File: src/rtl/nbit_demux_deser.sv
// Bit-serial to parallel demultiplexer: steers each accepted bit to word[demux_s] and
// presents the completed word on a valid/ready port. Optional parity via NBIT_DEMUX_PARITY_EN.
module nbit_demux_deser #(
  parameter int unsigned DATA_SIZE = 6
) (
  input  logic                    clk,
  input  logic                    rst,
  input  logic                    demux_d,
  input  logic [DATA_SIZE-1:0]    demux_s,
  input  logic                    demux_last,
  input  logic                    demux_valid,
  output logic                    demux_ready,
  output logic [2**DATA_SIZE-1:0] word_q,
  output logic                    word_valid,
  input  logic                    word_ready
`ifdef NBIT_DEMUX_PARITY_EN
  ,
  output logic                    word_parity
`endif
);

  localparam int unsigned W     = 2**DATA_SIZE;
  localparam int unsigned CNT_W = DATA_SIZE + 1;
  localparam logic [CNT_W-1:0] CNT_LAST = CNT_W'(W - 1);

  typedef enum logic {
    FILL = 1'b0,
    HOLD = 1'b1
  } state_t;

  state_t           state_q, state_d;
  logic [CNT_W-1:0] cnt_q, cnt_d;
  logic [W-1:0]     word_d;

`ifdef NBIT_DEMUX_PARITY_EN
  logic parity_q, parity_d;
  assign word_parity = parity_q;
`endif

  // Handshake outputs depend on the state register only; rst just masks acceptance.
  assign demux_ready = (state_q == FILL) && !rst;
  assign word_valid  = (state_q == HOLD);

  always_comb begin
    state_d = state_q;
    cnt_d   = cnt_q;
    word_d  = word_q;
`ifdef NBIT_DEMUX_PARITY_EN
    parity_d = parity_q;
`endif
    unique case (state_q)
      FILL: begin
        if (demux_valid) begin
          word_d[demux_s] = demux_d;
          cnt_d           = cnt_q + 1'b1;
          if (demux_last || (cnt_q == CNT_LAST)) begin
            state_d = HOLD;
`ifdef NBIT_DEMUX_PARITY_EN
            parity_d = ^word_d;
`endif
          end
        end
      end
      HOLD: begin
        if (word_ready) begin
          state_d = FILL;
          cnt_d   = '0;
          word_d  = '0;
`ifdef NBIT_DEMUX_PARITY_EN
          parity_d = 1'b0;
`endif
        end
      end
      default: state_d = FILL;
    endcase
  end

  always_ff @(posedge clk) begin
    if (rst) begin
      state_q <= FILL;
      cnt_q   <= '0;
      word_q  <= '0;
`ifdef NBIT_DEMUX_PARITY_EN
      parity_q <= 1'b0;
`endif
    end else begin
      state_q <= state_d;
      cnt_q   <= cnt_d;
      word_q  <= word_d;
`ifdef NBIT_DEMUX_PARITY_EN
      parity_q <= parity_d;
`endif
    end
  end

endmodule

File: config.mk
export PLATFORM = sky130hd
export DESIGN_NAME = nbit_demux_deser
export DESIGN_NICKNAME = d
export VERILOG_FILES = /design/src/rtl/nbit_demux_deser.sv
export SDC_FILE = /design/constraint.sdc
export NUM_CORES = 1
export LEC_CHECK = 0
export ABC_AREA = 0
export BUFFER_PORTS_ARGS = -buffer_cell sky130_fd_sc_hd__buf_2
export CAP_MARGIN = 20
export CORE_MARGIN = 2
export CORE_UTILIZATION = 57
export CTS_BUF_LIST = sky130_fd_sc_hd__clkbuf_16
export CTS_CLUSTER_DIAMETER = 40
export DETAILED_ROUTE_END_ITERATION = 7
export GPL_TIMING_DRIVEN = 0
export PLACE_DENSITY_LB_ADDON = 0.05
export SETUP_SLACK_MARGIN = 0.5
export SLEW_MARGIN = 10
export SYNTH_ARGS = -nofsm -noshare
export SYNTH_HDL_FRONTEND = slang
export SYNTH_SLANG_ARGS = --single-unit
File: constraint.sdc
create_clock -name clk -period 4.26 [get_ports clk]
set_input_delay 0.852 -clock clk [delete_from_list [all_inputs] [get_ports clk]]
set_output_delay 0.852 -clock clk [all_outputs]
set_load 0.01 [all_outputs]
======== Yosys cells after proc, flatten, opt, wreduce, memory -nomap -nowiden ========
Index checks and enable logic that the tools add are counted.
storage, ports and cells
  flip-flop bits (word level) ............. 72
operators by class
  $add $sub $neg .......................... 1
  order comparisons ....................... 2
  equality and inequality tests ........... 3
  muxes and demuxes ....................... 13
  bitwise operators ....................... 1
  reduce and logical (&&, ||, !) cells .... 5
operators with widths
  kind                 number
  $mux 64              2
  $pmux 64 s2          1
  $bwmux 64            1
  $mux 7               2
  $pmux 7 s2           1
  $add 7x1->7 const B  1
  $eq 7x6->1 const B   1
  $lt 6x7->1 const B   1
  $demux 1 s6          1
  $ge 6x1->1 const B   1
  $mux 1               4
  $ne 2x2->1 const B   2
  $logic_and 1x1->1    2
  $pmux 1 s2           1
  $reduce_and 2->1     1
  $logic_not 1->1      1
  $logic_or 1x1->1     1
  $not 1->1            1

======== Depth between registers and ports, before layout ========
Gate-level depths: netlist (run 1).
  word-level depth ........................ 7
  depth in mapped cells ................... 6
  depth with buffers taken out ............ 4

======== Worst setup path before layout (run 1) ========
Ideal clock, no wire load.
  path type ............................... input to output
  from .................................... input port rst
  to ...................................... output port demux_ready
  data arrival time ....................... 1173 ps
  data required time ...................... 3408 ps
  setup slack ............................. 2235 ps
  stages on the path ...................... 2
  path through ............................ clkbuf_1 -> nor2_1
between the ends
  word-level cells in the longest chain between the ends .. 2
ends and longest elaborated chain
  what               RTL line  RTL
  start, declared    7         input logic rst,
  $logic_not 1->1    41        assign demux_ready = (state_q == FILL) && !rst;
  $logic_and 1x1->1  41
  end, declared      12        output logic demux_ready,
No other way between the ends.

======== Worst setup path after layout (run 1) ========
Same ends and word-level chain as after synthesis.

==> impl_metrics.ini, run 1 <==
[setup_path]
crit_type = in2out
crit_fanout = 7
worst_ep_required_time_ns = 3.41
end_kind = output port
start_kind = input pin
crit_arrival_ns = 1.30
cp_slowest_cell = clkbuf_1
path_buf_inv = 2
max_stage_delay_ns = 0.24
path_cells = clkbuf_1, nor2_1, buf_2
critPathTopFamily = buffers and inverters

[finish]
fin_area_mm2 = 0.00394
num-fill-cells = 427
final_common_cell = buf_2
layout.nets = 417
syn_to_final_growth_pct = 22.6
layout_common_cells = 90 x buf_2, 72 x dfxtp_1, 46 x o31ai_1, 38 x o311ai_0, 21 x clkbuf_1
multi_input_area_mm2 = 0.00155
ff_latch_area_mm2 = 0.00144
diodes = 0
drive_gt1_share_pct = 29.3

[grt]
grt_pass1_wl_um = 15100
grt_pass1_vias = 2942
grt_max_degree = 12
grt_overflow = 0
grt_util_met1_pct = 41.4
grt_antenna_before_repair = 0
use_met3_pct = 6.82
use_met2_pct = 49.4
track_usage_pct = 31.3
busiest_layer = met2

[sta]
fin_setup_tns_ns = 0
relSlewSlack_pct = 65.6
setup_viol = 0
clock_skew_ns = 0.00421
finalCritPeriodShare_pct = 50.5
fmax_ghz = 0.465
post-route-min-period_ns = 2.15
max_slew.worst_pin.slew_ns = 0.514
slew_violations = 0
hold_viol_final = 0
rsz0062_at_grt = no
setup_slack_ns = 2.11

[clock_network]
numCtsBuffers = 9
cts_num_sinks = 72
cts_tree = built
cts_resized = 0
cts-root-buf = clkbuf_16
htreeDepth = 3
clkTransAtPathRegs_ns = 0.06
holdBufCountCts = 0
clockBufferDepth = 2
post_cts_buffers = 0
clk_latency_ns = 0.33

[pwr]
internal_power_w = 0.00109
p_comb_share_pct = 8.7
seqPwrFrac_pct = 46.3
power.switching_w = 0.000376
switching_share_pct = 25.5
p_per_area_mw_per_mm2 = 373
vdd_drop_max_v = 0.000219
leakage_nw = 1.58
p_clk_share_pct = 45.0

[synth]
synth-edff-count = 0
yosys_register_bits = 72
async_flop_share_pct = 0
syn-cell-area_mm2 = 0.00322
synth_flop_cell = dfxtp_1
ys_types = 37
ys_warn_count = 0
synth_cells = 317
synthesis.nets = 330
synth.yosys.seq_area_share_pct = 44.8
syn_avg_cell_area_um2 = 10.1

[placement]
post-dp-hpwl_um = 6330
portBuffers = 76
place_area_mm2 = 0.00369
place.gp.congestion = 0.858
dp_slack_ns = 1.89

[flow_run]
drv_cap = 0

[die]
die_x_um = 79.1
num_rows = 27
pin_count = 78
core_area_mm2 = 0.00547
initial_core_util_pct = 58.8
die_h_um = 79.1
die_area_mm2 = 0.00626

[drt]
drtIter0Drc = 189
drtAntennaViolNets = 0
drc = 0
wire_per_inst_um = 19.4
first_pass_iters = 5
routed_wl_um = 9360
viasPerCell = 6.59
dr_total_vias = 3169

[worst_hold_path]
hold_class = reg2reg

[run_status]
status = complete, no violations
per-stage QoR:
step	total power [W]	instances	hold WS, ns	util [%]
after floorplan	0.000776	317	0.447	-
after global placement	0.000817	465	0.447	67.4
after detailed placement	0.000819	465	0.449	67.4
after CTS	0.00146	481	0.465	72.0
after global routing	0.00150	481	0.483	72.0
final	0.00147	481	0.466	72.0
tightest hold or removal path, delay by kind of cell, from the launching register on:
family	cells	cell delay, ns
muxes	1	0.06
and+or+nand+nor	1	0.05
DFF	1	0.31
area by class of cell:
cell class,count,area share [%]
buffer,43,5.71
clock buffer,9,5.71
clock inverter,7,0.793
multi-input combinational,202,39.3
sequential,72,36.6
tap,72,2.28
timing repair buffer,76,9.65
power groups by stage:
stage / clock (W) / combinational (W) / sequential, W
after floorplan: 0 / 0.0000798 / 0.000696
after global placement: 0 / 0.000122 / 0.000695
after detailed placement: 0 / 0.000124 / 0.000695
after CTS: 0.000657 / 0.000125 / 0.000680
after global routing: 0.000685 / 0.000139 / 0.000681
final: 0.000662 / 0.000128 / 0.000680
logic make-up (layout without fill, tap and decap cells):
family                   after synthesis  after routing  share of synthesized area (%)
flip-flops                            72             72                           44.8
AND/OR/NAND/NOR                       65             65                           12.1
buffers and inverters                 43            135                           7.00
XOR/XNOR                               1              1                          0.272
AO/OA/AOI/OAI                        125            125                           32.2
adder cells (fa/ha/maj)                1              1                          0.389
multiplexers                          10             10                           3.23
worst paths after layout:
check / to / slack, ns / cells past startpoint / startpoint
max reg2reg: word_q[41] / 2.48 / 5 / word_valid
max: demux_ready / 2.11 / 3 / rst
min: word_q[31] / 0.47 / 2 / word_q[31]
min reg2reg: word_q[31] / 0.47 / 2 / word_q[31]
state kept, by name, indices dropped and copies added (netlist names):
register	cells
word_q	64
cnt_q	7
word_valid	1
synthesized netlist by cell type, types with 2 or more instances:
| cell type | number | area (um2) |
|---|---|---|
| o31ai_1 | 46 | 345 |
| mux2i_1 | 9 | 90.1 |
| or3_1 | 4 | 25.0 |
| nand3_1 | 11 | 55.1 |
| buf_2 | 14 | 70.1 |
| o311ai_0 | 38 | 333 |
| nand4_1 | 3 | 18.8 |
| or3b_1 | 5 | 43.8 |
| dfxtp_1 | 72 | 1440 |
| nor2_1 | 5 | 18.8 |
| nand3b_1 | 6 | 45.0 |
| or4_1 | 3 | 22.5 |
| nor3b_1 | 2 | 15.0 |
| nor2b_1 | 4 | 25.0 |
| o41ai_1 | 12 | 105 |
| buf_4 | 2 | 15.0 |
| o21ai_0 | 2 | 10.0 |
| nand2_1 | 15 | 56.3 |
| o311ai_2 | 4 | 65.1 |
| a21oi_1 | 6 | 30.0 |
| o311ai_1 | 14 | 123 |
| clkbuf_1 | 21 | 78.8 |
| buf_6 | 5 | 56.3 |
metal layers:
| layer | vias up | wire length, um |
|---|---|---|
| li1 | 1485 | - |
| met1 | 1519 | 4020 |
| met2 | 148 | 4460 |
| met3 | 17 | 690 |
| met4 | 0 | 182 |
| met5 | - | 0 |
(Power assumes the default switching activity.)
==> run 2: changes to the inputs <==
--- a/config.mk
+++ b/config.mk
@@ -9,7 +9,7 @@
 export BUFFER_PORTS_ARGS = -buffer_cell sky130_fd_sc_hd__buf_2
 export CAP_MARGIN = 20
 export CORE_MARGIN = 2
-export CORE_UTILIZATION = 57
+export CORE_UTILIZATION = 48
 export CTS_BUF_LIST = sky130_fd_sc_hd__clkbuf_16
 export CTS_CLUSTER_DIAMETER = 40
 export DETAILED_ROUTE_END_ITERATION = 7
==> constraint.sdc (replaced) <==
create_clock -name clk -period 1.7 [get_ports clk]
set_input_delay 0.34 -clock clk [delete_from_list [all_inputs] [get_ports clk]]
set_output_delay 0.34 -clock clk [all_outputs]
set_load 0.01 [all_outputs]
==> impl_metrics.ini, run 2 (synthesized netlist as in run 1, its figures left out) <==
[clock_network]
cts-root-buf = clkbuf_16
htreeDepth = 3
clkTransAtPathRegs_ns = 0.06
cts_tree = built
holdBufCountCts = 0
cts_num_sinks = 72
clk_latency_ns = 0.33
numCtsBuffers = 9
clockBufferDepth = 2

[grt]
grt_pass1_wl_um = 16100
track_usage_pct = 28.3
grt_max_degree = 14
grt_antenna_before_repair = 0
busiest_layer = met2
grt_pass1_vias = 3042
use_met2_pct = 45.2
grt_util_met1_pct = 37.1
use_met3_pct = 4.91
grt_overflow = 0

[drt]
routed_wl_um = 10900
drtIter0Drc = 213
wire_per_inst_um = 21.6
dr_total_vias = 3259
drtAntennaViolNets = 0
first_pass_iters = 6
viasPerCell = 6.45
drc = 5

[run_status]
violations = DRC
status = finished, violations left

[die]
die_area_mm2 = 0.00737
num_rows = 29
initial_core_util_pct = 50.1
core_area_mm2 = 0.00642
die_x_um = 85.9
pin_count = 78
die_h_um = 85.9

[placement]
portBuffers = 76
place.gp.congestion = 0.804
post-dp-hpwl_um = 6670

[pwr]
p_clk_share_pct = 43.2
switching_share_pct = 28.0
leakage_nw = 1.91
power.switching_w = 0.00112
p_total_w = 0.00399
internal_power_w = 0.00287
p_per_area_mw_per_mm2 = 785
vdd_drop_max_v = 0.000562
p_comb_share_pct = 14.0
seqPwrFrac_pct = 42.8

[finish]
diodes = 0
top_register = word_q
largest_register_ffs = 64
layout.nets = 436
syn_to_final_growth_pct = 58.0
final_common_cell = buf_2
layout_common_cells = 83 x buf_2, 63 x dfxtp_1, 38 x o31ai_1, 31 x o311ai_2, 18 x buf_4
fin_util_pct = 79.1
drive_gt1_share_pct = 58.9

[setup_path]
path_cells = buf_6, nand2b_4, buf_6, buf_12, o311ai_1, o31ai_1
cp_slowest_cell = dfxtp_2
end_kind = flop
start_kind = flop
path_buf_inv = 3
crit_arrival_ns = 1.68
crit_fanout = 10
worst_ep_required_time_ns = 1.90
crit_type = reg2reg
max_stage_delay_ns = 0.32
critPathMostFrequentCell = buf_6
critPathTopFamily = buffers and inverters

[sta]
relSlewSlack_pct = 70.2
max_slew.worst_pin.slew_ns = 0.446
slew_violations = 0
hold_viol_final = 0
post-route-min-period_ns = 1.47
clock_skew_ns = 0.00476
setup_viol = 0
finalCritPeriodShare_pct = 86.7
fin_setup_tns_ns = 0
rsz0062_at_grt = yes
fmax_ghz = 0.679

[worst_hold_path]
hold_class = in2reg

[flow_run]
drv_cap = 0
-- run 2: cell types whose count changed in the layout (fill, tap and decap cells not counted), moves of 9 or more --
| cell | change |
|---|---|
| o41ai_2 | +9 |
| o311ai_0 | -38 |
| o41ai_1 | -9 |
| o311ai_4 | +12 |
| clkbuf_1 | -21 |
| nand3_1 | -10 |
| buf_4 | +16 |
| o311ai_2 | +27 |
| buf_6 | +11 |
| dfxtp_1 | -9 |
-- run 2: final timing paths --
check / endpoint / depth (start not counted) / startpoint / slack [ns]
setup / recovery: word_q[4] / 6 / word_valid / 0.23
setup reg to reg: word_q[4] / 6 / word_valid / 0.23
hold reg to reg: word_q[30] / 2 / word_q[30] / 0.46
hold / removal: word_valid / 2 / rst / 0.25
-- run 2: area by class of cell --
type / count / area, um2
tap: 77 / 96.3
sequential: 72 / 1460
clock inverter: 7 / 47.5
buffer: 43 / 409
multi-input combinational: 202 / 2280
fill: 392 / 1340
timing repair buffer: 95 / 567
clock buffer: 9 / 225
-- run 2: power groups by stage --
stage	clock network, W	registers (W)	logic [W]
detailed placement	0	0.00174	0.000382
finish	0.00172	0.00171	0.000557
global route	0.00180	0.00171	0.000584
CTS	0.00173	0.00171	0.000475
floorplan	0	0.00175	0.000260
global placement	0	0.00174	0.000379
-- run 2: per-stage QoR --
step                area (um2)  std cells  hold slack (ns)  setup WS (ns)
detailed placement        3950        470            0.451         -0.137
global route              5080        505            0.267          0.148
global placement          3950        470            0.448        -0.0965
CTS                       4670        500            0.262          0.290
floorplan                 3470        317            0.451          0.293
finish                    5080        505            0.254          0.227
-- run 2: repair_timing --
action | CTS | global route
resized for setup | 71 | 65
pin swaps | 11 | 10
gates cloned | 2 | 0
endpoints found under the setup margin | 72 | 75
setup buffers | 12 | 5
-- run 2: per-layer routing --
layer	up-vias	share of wire (%)
li1	1508	-
met1	1595	43
met2	121	48
met3	35	4.9
met4	0	4.0
met5	-	0
